==> src/rtl/load_store_unit.sv <==
// Load/store unit: one request at a time against a word-wide memory with 1-cycle registered reads.
// Sub-word stores are read-modify-write. Define LSU_MISALIGN_CHECK_EN to fault on misaligned H/W accesses.
module load_store_unit #(
    parameter int D = 8
) (
    input  logic         i_clk,
    input  logic         i_reset,
    input  logic         i_req,
    input  logic         i_we,
    input  logic [2:0]   i_funct3,
    input  logic [D-1:0] i_addr,
    input  logic [31:0]  i_wdata,
    output logic         o_ready,
    output logic         o_done,
    output logic [31:0]  o_rdata,
    output logic         o_fault,
    output logic [D-1:0] o_mem_addr,
    output logic [31:0]  o_mem_data,
    output logic         o_mem_read,
    output logic         o_mem_write,
    input  logic [31:0]  i_mem_data
);

    typedef enum logic [2:0] {IDLE, RD, LD_DATA, MERGE, WR, RESP} state_t;

    typedef struct packed {
        logic         we;
        logic [2:0]   funct3;
        logic [D-1:0] addr;
        logic [31:0]  wdata;
    } req_t;

    state_t       state, state_n;
    req_t         req;
    logic         f3_ok, misalign, fault_dec;
    logic [D-1:0] addr_eff;
    logic [7:0]   ld_byte;
    logic [15:0]  ld_half;
    logic [31:0]  ld_ext, st_merge;

    // Request decode: legality, and either alignment faulting or silent align-down.
    always_comb begin
        f3_ok    = i_we ? (i_funct3 inside {3'b000, 3'b001, 3'b010})
                        : (i_funct3 inside {3'b000, 3'b001, 3'b010, 3'b100, 3'b101});
        misalign = 1'b0;
        addr_eff = i_addr;
`ifdef LSU_MISALIGN_CHECK_EN
        if (i_funct3[1:0] == 2'b01)      misalign = i_addr[0];
        else if (i_funct3[1:0] == 2'b10) misalign = |i_addr[1:0];
`else
        if (i_funct3[1:0] == 2'b01)      addr_eff[0]   = 1'b0;
        else if (i_funct3[1:0] == 2'b10) addr_eff[1:0] = 2'b00;
`endif
        fault_dec = !f3_ok || misalign;
    end

    always_ff @(posedge i_clk) begin
        if (i_reset) state <= IDLE;
        else         state <= state_n;
    end

    always_comb begin
        state_n = state;
        case (state)
            IDLE: begin
                if (i_req) begin
                    if (fault_dec)                           state_n = RESP;
                    else if (i_we && i_funct3[1:0] == 2'b10) state_n = WR;
                    else                                     state_n = RD;
                end
            end
            RD:      state_n = req.we ? MERGE : LD_DATA;
            LD_DATA: state_n = RESP;
            MERGE:   state_n = WR;
            WR:      state_n = RESP;
            RESP:    state_n = IDLE;
            default: state_n = IDLE;
        endcase
    end

    // Strobes come straight from the state register so nothing from i_* reaches memory combinationally.
    assign o_ready     = (state == IDLE);
    assign o_done      = (state == RESP);
    assign o_mem_read  = (state == RD);
    assign o_mem_write = (state == WR);

    // Lane extraction for loads, lane replacement for sub-word stores (little-endian).
    always_comb begin
        ld_byte  = i_mem_data[{req.addr[1:0], 3'b000} +: 8];
        ld_half  = i_mem_data[{req.addr[1], 4'b0000} +: 16];
        case (req.funct3)
            3'b000:  ld_ext = {{24{ld_byte[7]}}, ld_byte};
            3'b001:  ld_ext = {{16{ld_half[15]}}, ld_half};
            3'b100:  ld_ext = {24'h0, ld_byte};
            3'b101:  ld_ext = {16'h0, ld_half};
            default: ld_ext = i_mem_data;
        endcase
        st_merge = i_mem_data;
        case (req.funct3[1:0])
            2'b00:   st_merge[{req.addr[1:0], 3'b000} +: 8] = req.wdata[7:0];
            2'b01:   st_merge[{req.addr[1], 4'b0000} +: 16] = req.wdata[15:0];
            default: st_merge = req.wdata;
        endcase
    end

    always_ff @(posedge i_clk) begin
        if (i_reset) begin
            req        <= '0;
            o_rdata    <= '0;
            o_fault    <= 1'b0;
            o_mem_addr <= '0;
            o_mem_data <= '0;
        end else begin
            case (state)
                IDLE: begin
                    if (i_req) begin
                        req        <= '{we: i_we, funct3: i_funct3, addr: addr_eff, wdata: i_wdata};
                        o_mem_addr <= addr_eff;
                        o_fault    <= fault_dec;
                        if (i_we) o_mem_data <= i_wdata;
                    end
                end
                LD_DATA: o_rdata    <= ld_ext;
                MERGE:   o_mem_data <= st_merge;
                default: ;
            endcase
        end
    end

endmodule
==> config.mk <==
export PLATFORM = sky130hd
export DESIGN_NAME = load_store_unit
export DESIGN_NICKNAME = d
export VERILOG_FILES = /design/src/rtl/load_store_unit.sv
export SDC_FILE = /design/constraint.sdc
export NUM_CORES = 1
export LEC_CHECK = 0
export BUFFER_PORTS_ARGS = -buffer_cell sky130_fd_sc_hd__clkbuf_2
export CAP_MARGIN = 15
export CELL_PAD_IN_SITES_DETAIL_PLACEMENT = 1
export CELL_PAD_IN_SITES_GLOBAL_PLACEMENT = 1
export CORE_MARGIN = 2
export CORE_UTILIZATION = 42
export DETAILED_ROUTE_END_ITERATION = 16
export HOLD_SLACK_MARGIN = 0.08
export PLACE_DENSITY = 0.92
export SYNTH_ARGS = -nofsm -noshare
export SYNTH_HDL_FRONTEND = slang
export SYNTH_SLANG_ARGS = --single-unit
==> constraint.sdc <==
create_clock -name i_clk -period 6.43 [get_ports i_clk]
set_input_delay 1.286 -clock i_clk [delete_from_list [all_inputs] [get_ports i_clk]]
set_output_delay 1.286 -clock i_clk [all_outputs]
set_load 0.02 [all_outputs]
==> results of run 1 <==
[layout by cell type, fill, tap and decap left out, drive strengths merged, types with 2 or more instances in the layout]
master and count:
ha 5, nor2 46, clkinv 4, o21ai 15, or2 3, dfxtp 112
nor4 9, o211a 16, buf 9, nand4 2, clkbuf 167, mux2 17
a22oi 16, nand2 147, a221oi 33, inv 4, nand3b 10, a21oi 80
nor3b 9, nor3 14, nand2b 4, a311oi 7, a211oi 57, nor2b 22
and3 8, and2 9
[sequential cells by signal (all words and copies together), names as in the netlist]
name,cells
state,3
o_fault,1
o_mem_data,32
req,44
o_rdata,32
[metal layers]
layer,GRT usage (%),part of all wire [%],up-vias
li1,-,-,2846
met1,37.6,42,3015
met2,46.6,48,294
met3,4.40,7.8,39
met4,10.2,2.6,0
met5,0,0,-
[layout make-up]
cell class	instances	area share (%)
tap	180	3.23
clock buffer	12	3.54
multi-input combinational	541	48.4
clock inverter	4	0.287
inverter	4	0.216
sequential	112	32.2
timing repair buffer	164	12.1
[report_power, final]
group,internal (mW),switching [mW]
combinational,0.202,0.387
clock,0.272,0.258
sequential,0.779,0.0898
[kinds of logic after synthesis]
group                    count (synthesis)  share of synthesized area [%]
multiplexers                            18                           3.56
AND/OR/NAND/NOR                        289                           24.0
buffers and inverters                   80                           6.68
AO/OA/AOI/OAI                          229                           27.4
flip-flops                             112                           37.3
adder cells (fa/ha/maj)                  5                           1.04
[tightest hold or removal path, delay by kind of cell (launching register included)]
family	cells	cell delay (ps)
AOI/OAI and AO/OA	1	50
DFF	1	310
and+or+nand+nor	1	50
[worst paths after layout]
check                from        endpoint  depth (start not counted)
setup / recovery    i_req  o_mem_data[28]                          6
hold / removal    req[39]         req[39]                          2
setup reg to reg  req[33]  o_mem_data[28]                          7
hold reg to reg   req[39]         req[39]                          2
==> summary.txt, run 1 <==
Route
  – Routed Wire Length: 21.7 mm
  – Initial DRC Count: 634
  – Vias: 6194
  – Routed wire per std cell: 21.4 µm
  – Remaining antenna violation count: 0
  – Drt via density: 6.09
  – Drt drc: 0
  – First-pass iteration count of the detailed router: 6

Place
  – Pre-CTS setup slack: 2890 ps
  – Port Buffers: 155
  – Post-DP HPWL: 15.3 mm
  – # placed instances: 1000
  – Gp weighted congestion: 0.893
  – Post-DP Area: 0.00670 mm²

Synthesis
  – Syn Inst Count: 733
  – Unique masters post-synth: 46
  – Most common cell in the netlist: nand2_1
  – Synth cell count leaders: nand2_1 (147), dfxtp_1 (112), a21oi_1 (79)
  – Top-area cell type share of the netlist area: 37.3%
  – FF+latch count, synth: 112
  – Mapped Area: 0.00601 mm²
  – Synth area leader: dfxtp_1
  – Avg Synthesized Cell Area: 8.20 µm²
  – Ys Warns: 0
  – Sequential share of the synthesized area: 37.3%
  – Synth async-reset ratio: 0%
  – Synth top area cells: dfxtp_1 (37%), nand2_1 (9.2%), a21oi_1 (6.6%)
  – EDFF count, synth: 0
  – Ys flop type: dfxtp_1
  – Post-Syn Nets: 817

STA
  – Fin crit share: 50.0%
  – Fin. Hold Viols: 0
  – Unrepaired setup endpoints after global routing: false
  – Slew @ Worst Pin: 1010 ps
  – Setup violations, final: 0
  – Count of final max-slew check failures: 0
  – Hold slack: 462 ps
  – Setup TNS: 0 ps
  – Setup ws final: 3210 ps
  – Min Tclk post-route: 3220 ps
  – Max Fclk: 311 MHz
  – Rel. slew slack: 32.9%
  – Layout Skew: 6.08 ps

Worst setup path
  – Crit-path cells: clkbuf_2, nor4b_4, buf_4, and2_1, a21oi_1, a211oi_2
  – CP bufs+invs: 2
  – Critical Path RT: 6700 ps
  – Critical path type: in -> reg
  – CP top delay family: simple AND/OR/NAND/NOR gates
  – Crit-path max FO: 52
  – Crit-path max cell delay: 880 ps
  – Crit-path slowest cell: and2_1
  – CP Launch Type: primary input
  – Critical Path AT: 3490 ps
  – Worst setup EP type: flip-flop
  – R2r setup slk: 3320 ps

Power and ir drop
  – PwrDens: 285 mW/mm²
  – Lkg Pwr: 2.87 nW
  – Max VDD drop: 153 µV
  – Power, Total: 1.99 mW

Floorplan
  – Rows: 43
  – Die height: 124 µm
  – Ports: 156
  – DIE AREA: 0.0153 mm²
  – Die width: 124 µm
  – Core area: 0.0139 mm²
  – Starting Density: 43.1%

Layout
  – Ant diodes: 0
  – Layout cells sized above 1: 26.9%
  – Multi-input gate area: 0.00337 mm²
  – Area Growth Syn to Fin: 15.9%
  – Register Area: 0.00224 mm²
  – Post-route insts no fill: 1017
  – # nets final: 916
  – Fin area: 0.00697 mm²
  – Layout Utilization: 50.0%
  – Layout filler cell count: 1731

Clocking
  – Cts hold-fix bufs: 0
  – TritonCTS buffer count: 9
  – Setup repair bufs after CTS: 0
  – Worst skew pair latency: 360 ps
  – Clock slew at the register clock pins of the worst setup and hold paths: 70 ps
  – Clock tree from TritonCTS: built
  – Clk sinks: 112
  – H-tree levels: 3
  – Root Buffer: clkbuf_16
  – PostCTS Resize Cnt: 0
  – CTS Buffer Depth: 2

Global routing
  – Antenna violations before repair: 0
  – GRT overflow: 0
  – First-pass GRT wire length: 33.3 mm
  – Tot GR Track Use: 28.3%
  – Pin count of the biggest net entering global routing: 59
  – Vias in the first global route: 5999

Job
  – Number of max-cap violations: 0

Run status
  – Status: finished, final reports clean

Min path
  – Hold crit path type: reg -> reg
Power figures use the tool's default switching activity.
==> inputs of run 2 (changes only) <==
Settings changed: CORE_UTILIZATION 42 to 35, PLACE_DENSITY 0.92 to 0.82.
Clock period 6.43 ns to 2.7 ns, I/O delays scaled along.
==> run 2 against run 1 <==
Sequential power up 140%. Power grew 150%. Clock skew is 5.7 ps higher. Via count is 2.2% lower. Cell count up 4.8%. Clock power increased to 2.7 times the previous value. First-iteration DRC count decreased by 33%. Die area increased by 19%. Global-route usage decreased by 4.3 points. Register-to-register slack worse by 2900 ps. Final area is 2.7% higher. Critical path type is now reg -> reg. Critical endpoint is now o_mem_data[31]. Highest routed layer unchanged.
==> summary.txt, run 2 (synthesis gave the netlist of run 1 again) <==
Power and ir drop
  – Power, Total: 4.91 mW (+150%)
  – Lkg Pwr: 2.93 nW (+2.2%)
  – Max VDD drop: 361 µV (+140%)
  – PwrDens: 686 mW/mm² (+140%)

Worst setup path
  – Critical path type: reg -> reg
  – Crit-path cells: ha_1, nor4bb_1, buf_4, a21oi_1, o211a_1, a211oi_2
  – Worst R2R Start: req[32]
  – Critical Path AT: 2580 ps (-910 ps)
  – Reg2reg path depth: 6 (-1)
  – CP Launch Type: flip-flop
  – Worst setup EP type: flip-flop
  – R2r setup slk: 410 ps (-2910 ps)
  – Critical Path RT: 2990 ps (-3710 ps)
  – FF-to-FF End: o_mem_data[31]
  – Crit-path max FO: 11 (-79%)
  – Crit-path max cell delay: 540 ps (-340 ps)
  – Crit-path slowest cell: dfxtp_1

Route
  – Vias: 6057 (-2.2%)
  – Initial DRC Count: 422 (-33%)
  – Routed Wire Length: 21.6 mm (-0.53%)
  – First-pass iteration count of the detailed router: 5 (-1)
  – Routed wire per std cell: 20.3 µm (-5.1%)
  – Remaining antenna violation count: 0 (unchanged)
  – Drt drc: 0 (unchanged)
  – Drt via density: 5.68 (-6.7%)

Layout
  – Fin area: 0.00716 mm² (+2.7%)
  – Top Registers: req x44, o_mem_data x32, o_rdata x32
  – # nets final: 924 (+0.87%)
  – Max reg flops: 44 (unchanged)
  – Biggest register: req
  – Commonest non-fill, non-tap cell in the layout: clkbuf_2
  – Area Growth Syn to Fin: 19.0%
  – Most frequent cells in the layout: clkbuf_2 (154), nand2_1 (147), dfxtp_1 (111)
  – Layout Utilization: 42.8% (-7.2 points)
  – Layout cells sized above 1: 27.8% (+0.93 points)

Floorplan
  – Starting Density: 36.0% (-7.1 points)
  – Core area: 0.0167 mm² (+20%)
  – DIE AREA: 0.0182 mm² (+19%)
  – Die width: 135 µm (+9.2%)
  – Die height: 135 µm (+9.2%)
  – Ports: 156 (unchanged)
  – Rows: 47 (+9.3%)

STA
  – Fin. Hold Viols: 0 (unchanged)
  – Unrepaired setup endpoints after global routing: false
  – Layout Skew: 11.8 ps (+5.69 ps)
  – Setup ws final: 413 ps (-2800 ps)
  – Count of final max-slew check failures: 0 (unchanged)
  – Fin crit share: 84.7%
  – Min Tclk post-route: 2290 ps
  – Setup violations, final: 0 (unchanged)
  – Slew @ Worst Pin: 863 ps (-143 ps)
  – Rel. slew slack: 42.0% (+9.1 points)
  – Max Fclk: 437 MHz
  – Setup TNS: 0 ps (unchanged)

Clocking
  – CTS Buffer Depth: 2 (unchanged)
  – Clock slew at the register clock pins of the worst setup and hold paths: 80 ps (about the same)
  – Root Buffer: clkbuf_16
  – H-tree levels: 3 (unchanged)
  – TritonCTS buffer count: 9 (unchanged)
  – Cts hold-fix bufs: 0 (unchanged)
  – Clk sinks: 112 (unchanged)
  – PostCTS Resize Cnt: 0 (unchanged)
  – Setup repair bufs after CTS: 0 (unchanged)
  – Clock tree from TritonCTS: built
  – Worst skew pair latency: 370 ps (about the same)

Global routing
  – GRT overflow: 0 (unchanged)
  – Vias in the first global route: 5866 (-2.2%)
  – Tot GR Track Use: 24.0% (-4.3 points)
  – Antenna violations before repair: 0 (unchanged)
  – First-pass GRT wire length: 33.8 mm (+1.5%)
  – Pin count of the biggest net entering global routing: 68 (+15%)

Place
  – Post-DP Area: 0.00684 mm² (+2.1%)
  – Gp weighted congestion: 0.848 (-5.0%)
  – Post-DP HPWL: 15.6 mm (+1.9%)
  – Pre-CTS setup slack: 504 ps (-2380 ps)
  – Port Buffers: 155 (unchanged)

Min path
  – Hold_sp: i_addr[5]
  – Hold-critical path depth: 3 (+1)
  – Hold crit path type: in -> reg
  – Worst hold endpoint: req[37]

Job
  – Number of max-cap violations: 0 (unchanged)

Run status
  – Status: finished, final reports clean
run 2: report_power, final:
group	total (mW)	switching [mW]	internal, mW
logic	1.43	0.926	0.503
registers	2.05	0.197	1.85
clock network	1.43	0.654	0.776
run 2: how the worst max path moves through the flow:
stage	endpoint	startpoint	slack [ps]	cells after the start
final	o_mem_data[31]	req[32]	410	6
after global routing	o_mem_data[4]	req[32]	250	6
after CTS	o_mem_data[11]	req[33]	440	6
after detailed placement	o_mem_data[11]	req[33]	500	6
after global placement	o_mem_data[31]	req[32]	590	6
after floorplan	o_mem_data[24]	req[33]	570	9
run 2: critical path, delay by kind of cell, from the launching register on:
kind                     cells  cell delay, ps
buffers and inverters        1             240
AO/OA/AOI/OAI                3             480
adder cells (fa/ha/maj)      1             480
flip-flops                   1             540
AND/OR/NAND/NOR              1             470
run 2: metal layers:
layer  vias up  wire length, µm  track usage, %
met5         -                0               0
met4         0              535            7.58
met3        33             1330            5.07
met2       196            10000            38.2
met1      2967             9710            32.7
li1       2861                -               -
run 2: cell type report:
cell class,count,area [µm²]
diodes,1,2.50
clock inverters,5,62.6
flip-flops and latches,112,2240
repair buffers,172,931
fillers,2073,9550
clock buffers,11,253
multi-input cells,541,3370
inverters,4,15.0
well taps,220,275
run 2: per-stage QoR:
step	std cells	hold WS [ps]
finish	1066	383
global route	1065	383
CTS	1065	377
detailed placement	1049	450
global placement	1049	444
floorplan	733	436
==> inputs of run 3 (changes only) <==
Settings changed: ABC_AREA from default to 1, CORE_UTILIZATION 35 to 34, PLACE_DENSITY 0.82 to 0.84.
Clock period 2.7 ns to 1.9 ns, I/O delays scaled along.
==> run 3 against run 2 <==
Maximum frequency rose by 32%. Synthesized area up 12%. Hold slack got worse by 150 ps. Via count up 25%. Worst setup slack lost 240 ps. Critical endpoint is now o_mem_data[15]. Flip-flop and latch count stayed put.
==> summary.txt, run 3 <==
Synthesis
  – Ys flop type: dfxtp_1
  – Synth async-reset ratio: 0% (unchanged)
  – Syn Inst Count: 1089 (+49%)
  – Avg Synthesized Cell Area: 6.16 µm² (-25%)
  – Most common cell in the netlist: nand2_1
  – Synth top area cells: dfxtp_1 (33%), nand2_1 (17%), a21oi_1 (11%)
  – Top-area cell type share of the netlist area: 33.4% (-3.9 points)
  – Unique masters post-synth: 35 (-24%)
  – EDFF count, synth: 0 (unchanged)
  – Synth cell count leaders: nand2_1 (312), a21oi_1 (146), nor2_1 (118)
  – Mapped Area: 0.00671 mm² (+12%)
  – Synth area leader: dfxtp_1
  – Sequential share of the synthesized area: 33.4% (-3.9 points)
  – Ys Warns: 0 (unchanged)
  – Post-Syn Nets: 1173 (+44%)
  – FF+latch count, synth: 112 (unchanged)

Worst setup path
  – CP bufs+invs: 3 (+2)
  – Critical path type: reg -> reg
  – Most used cell, CP: nand2_1
  – Critical Path AT: 2030 ps (-550 ps)
  – Crit-path slowest cell: buf_4
  – CP Launch Type: flip-flop
  – Stages on the worst setup path: 9 (+3)
  – Reg2reg path depth: 9 (+3)
  – Critical Path RT: 2210 ps (-780 ps)
  – CP top delay family: buffers and inverters
  – Worst setup EP type: flip-flop
  – Crit-path max FO: 35 (+24)
  – Crit-path cells: inv_4, buf_4, ha_1, inv_1, a21oi_1, nand2_1, nand2_1, nand2_1, nor2_1
  – Crit-path max cell delay: 370 ps (-170 ps)

Clocking
  – Clock slew at the register clock pins of the worst setup and hold paths: 80 ps (about the same)
  – CTS Buffer Depth: 2 (unchanged)
  – Setup repair bufs after CTS: 0 (unchanged)
  – Worst skew pair latency: 370 ps (about the same)
  – Root Buffer: clkbuf_16
  – Clk sinks: 112 (unchanged)
  – TritonCTS buffer count: 9 (unchanged)
  – Clock tree from TritonCTS: built
  – H-tree levels: 3 (unchanged)

Place
  – Port Buffers: 155 (unchanged)
  – Post-DP HPWL: 19.3 mm (+24%)
  – # placed instances: 1466 (+40%)
  – Gp weighted congestion: 0.918 (+8.3%)

Layout
  – Biggest register: req
  – Top Registers: req x44, o_mem_data x32, o_rdata x32
  – Commonest non-fill, non-tap cell in the layout: nand2_1
  – Post-route insts no fill: 1482 (+39%)
  – Most frequent cells in the layout: nand2_1 (312), clkbuf_2 (155), a21oi_1 (146)
  – Max reg flops: 44 (unchanged)
  – # nets final: 1296 (+40%)
  – Layout filler cell count: 2718 (+31%)
  – Layout cells sized above 1: 18.7% (-9.2 points)
  – Ant diodes: 0 (-1)
  – Area Growth Syn to Fin: 19.4%
  – Layout Utilization: 41.3% (-1.6 points)

Global routing
  – M1 GR Usage: 34.5% (+1.8 points)
  – Tot GR Track Use: 25.0% (+1.0 points)
  – Vias in the first global route: 7620 (+30%)
  – Grt peak-use layer: met2
  – Pin count of the biggest net entering global routing: 56 (-18%)
  – GR Layer Usage met3: 3.11% (-2.0 points)
  – Antenna violations before repair: 0 (unchanged)
  – GRT overflow: 0 (unchanged)
  – Met2 global-route usage: 40.5% (+2.3 points)
  – First-pass GRT wire length: 40.7 mm (+20%)

Power and ir drop
  – PwrDens: 1400 mW/mm² (+100%)
  – Max VDD drop: 590 µV (+63%)
  – Lkg Pwr: 3.90 nW (+33%)
  – Power, Total: 11.2 mW (+130%)

Route
  – Vias: 7598 (+25%)
  – Initial DRC Count: 464 (+10%)
  – Routed wire per std cell: 17.4 µm (-14%)
  – Remaining antenna violation count: 0 (unchanged)
  – Drt drc: 0 (unchanged)
  – Drt via density: 5.13 (-9.8%)
  – First-pass iteration count of the detailed router: 4 (-1)
  – Routed Wire Length: 25.8 mm (+19%)

STA
  – Fin crit share: 91.0% (+6.3 points)
  – Setup violations, final: 0 (unchanged)
  – Rel. slew slack: 56.3% (+14 points)
  – Unrepaired setup endpoints after global routing: false
  – Setup TNS: 0 ps (unchanged)
  – Fin. Hold Viols: 0 (unchanged)
  – Slew @ Worst Pin: 655 ps (-208 ps)
  – Max Fclk: 578 MHz (+32%)
  – Hold slack: 232 ps (-151 ps)
  – Min Tclk post-route: 1730 ps (-558 ps)
  – Layout Skew: 5.62 ps (-6.16 ps)
  – Count of final max-slew check failures: 0 (unchanged)

Floorplan
  – Die width: 144 µm (+6.9%)
  – Rows: 51 (+8.5%)
  – DIE AREA: 0.0209 mm² (+14%)
  – Starting Density: 34.6% (-1.4 points)
  – Core area: 0.0194 mm² (+16%)
  – Ports: 156 (unchanged)
  – Die height: 144 µm (+6.9%)

Min path
  – Hold crit path type: in -> reg
  – Hold-critical path depth: 3 (unchanged)

Job
  – Number of max-cap violations: 0 (unchanged)

Run status
  – Status: finished, final reports clean
[run 3: worst paths after layout]
check,startpoint,slack (ps),to
max reg2reg,req[33],170,o_mem_data[15]
min,i_addr[3],230,req[35]
min reg2reg,req[39],470,req[39]
max,req[33],170,o_mem_data[15]
[run 3: metal layers]
metal,part of all wire (%),up-vias
met5,0,-
met4,2.1,0
met3,5.2,35
met2,45,215
met1,47,3622
li1,-,3726
[run 3: kinds of logic after synthesis]
kind of cell	share of synthesized area, %
compound gates	24.1
flops	33.4
simple gates	29.6
fa+ha+maj	0.933
buf+inv	11.9
[run 3: worst register-to-register path: cells and delay by family, from the launching register on]
family / cells / cell delay, ps
compound gates: 1 / 180
fa+ha+maj: 1 / 250
buf+inv: 3 / 570
simple gates: 4 / 300
flops: 1 / 360
[run 3: area by class of cell]
| type | count | area [µm²] | share of cell area [%] |
|---|---|---|---|
| Clock buffer | 10 | 229 | 2.86 |
| Timing Repair Buffer | 186 | 1070 | 13.4 |
| Sequential cell | 112 | 2240 | 28.0 |
| Multi-Input combinational cell | 799 | 3670 | 45.8 |
| Inverter | 104 | 400 | 5.00 |
| Clock inverter | 6 | 60.1 | 0.750 |
| Tap cell | 265 | 332 | 4.14 |
[run 3: power breakdown]
| group | internal, mW | switching, mW | total, mW |
|---|---|---|---|
| Combinational | 1.84 | 3.97 | 5.81 |
| Sequential | 2.95 | 0.469 | 3.42 |
| Clock | 1.02 | 0.961 | 1.98 |
| Total | 5.81 | 5.40 | 11.2 |
[run 3: timing repair]
item | CTS | global route
gates resized for setup | 0 | 1
setup endpoints to repair | 0 | 2
hold buffers | 0 | 0
[run 3: metrics by stage]
stage / setup WS (ps) / area (µm²)
after floorplan: 71.5 / 6710
after global placement: 253 / 7710
after detailed placement: 180 / 7710
after CTS: 83.0 / 8000
after global routing: 1.56 / 8010
final: 171 / 8010
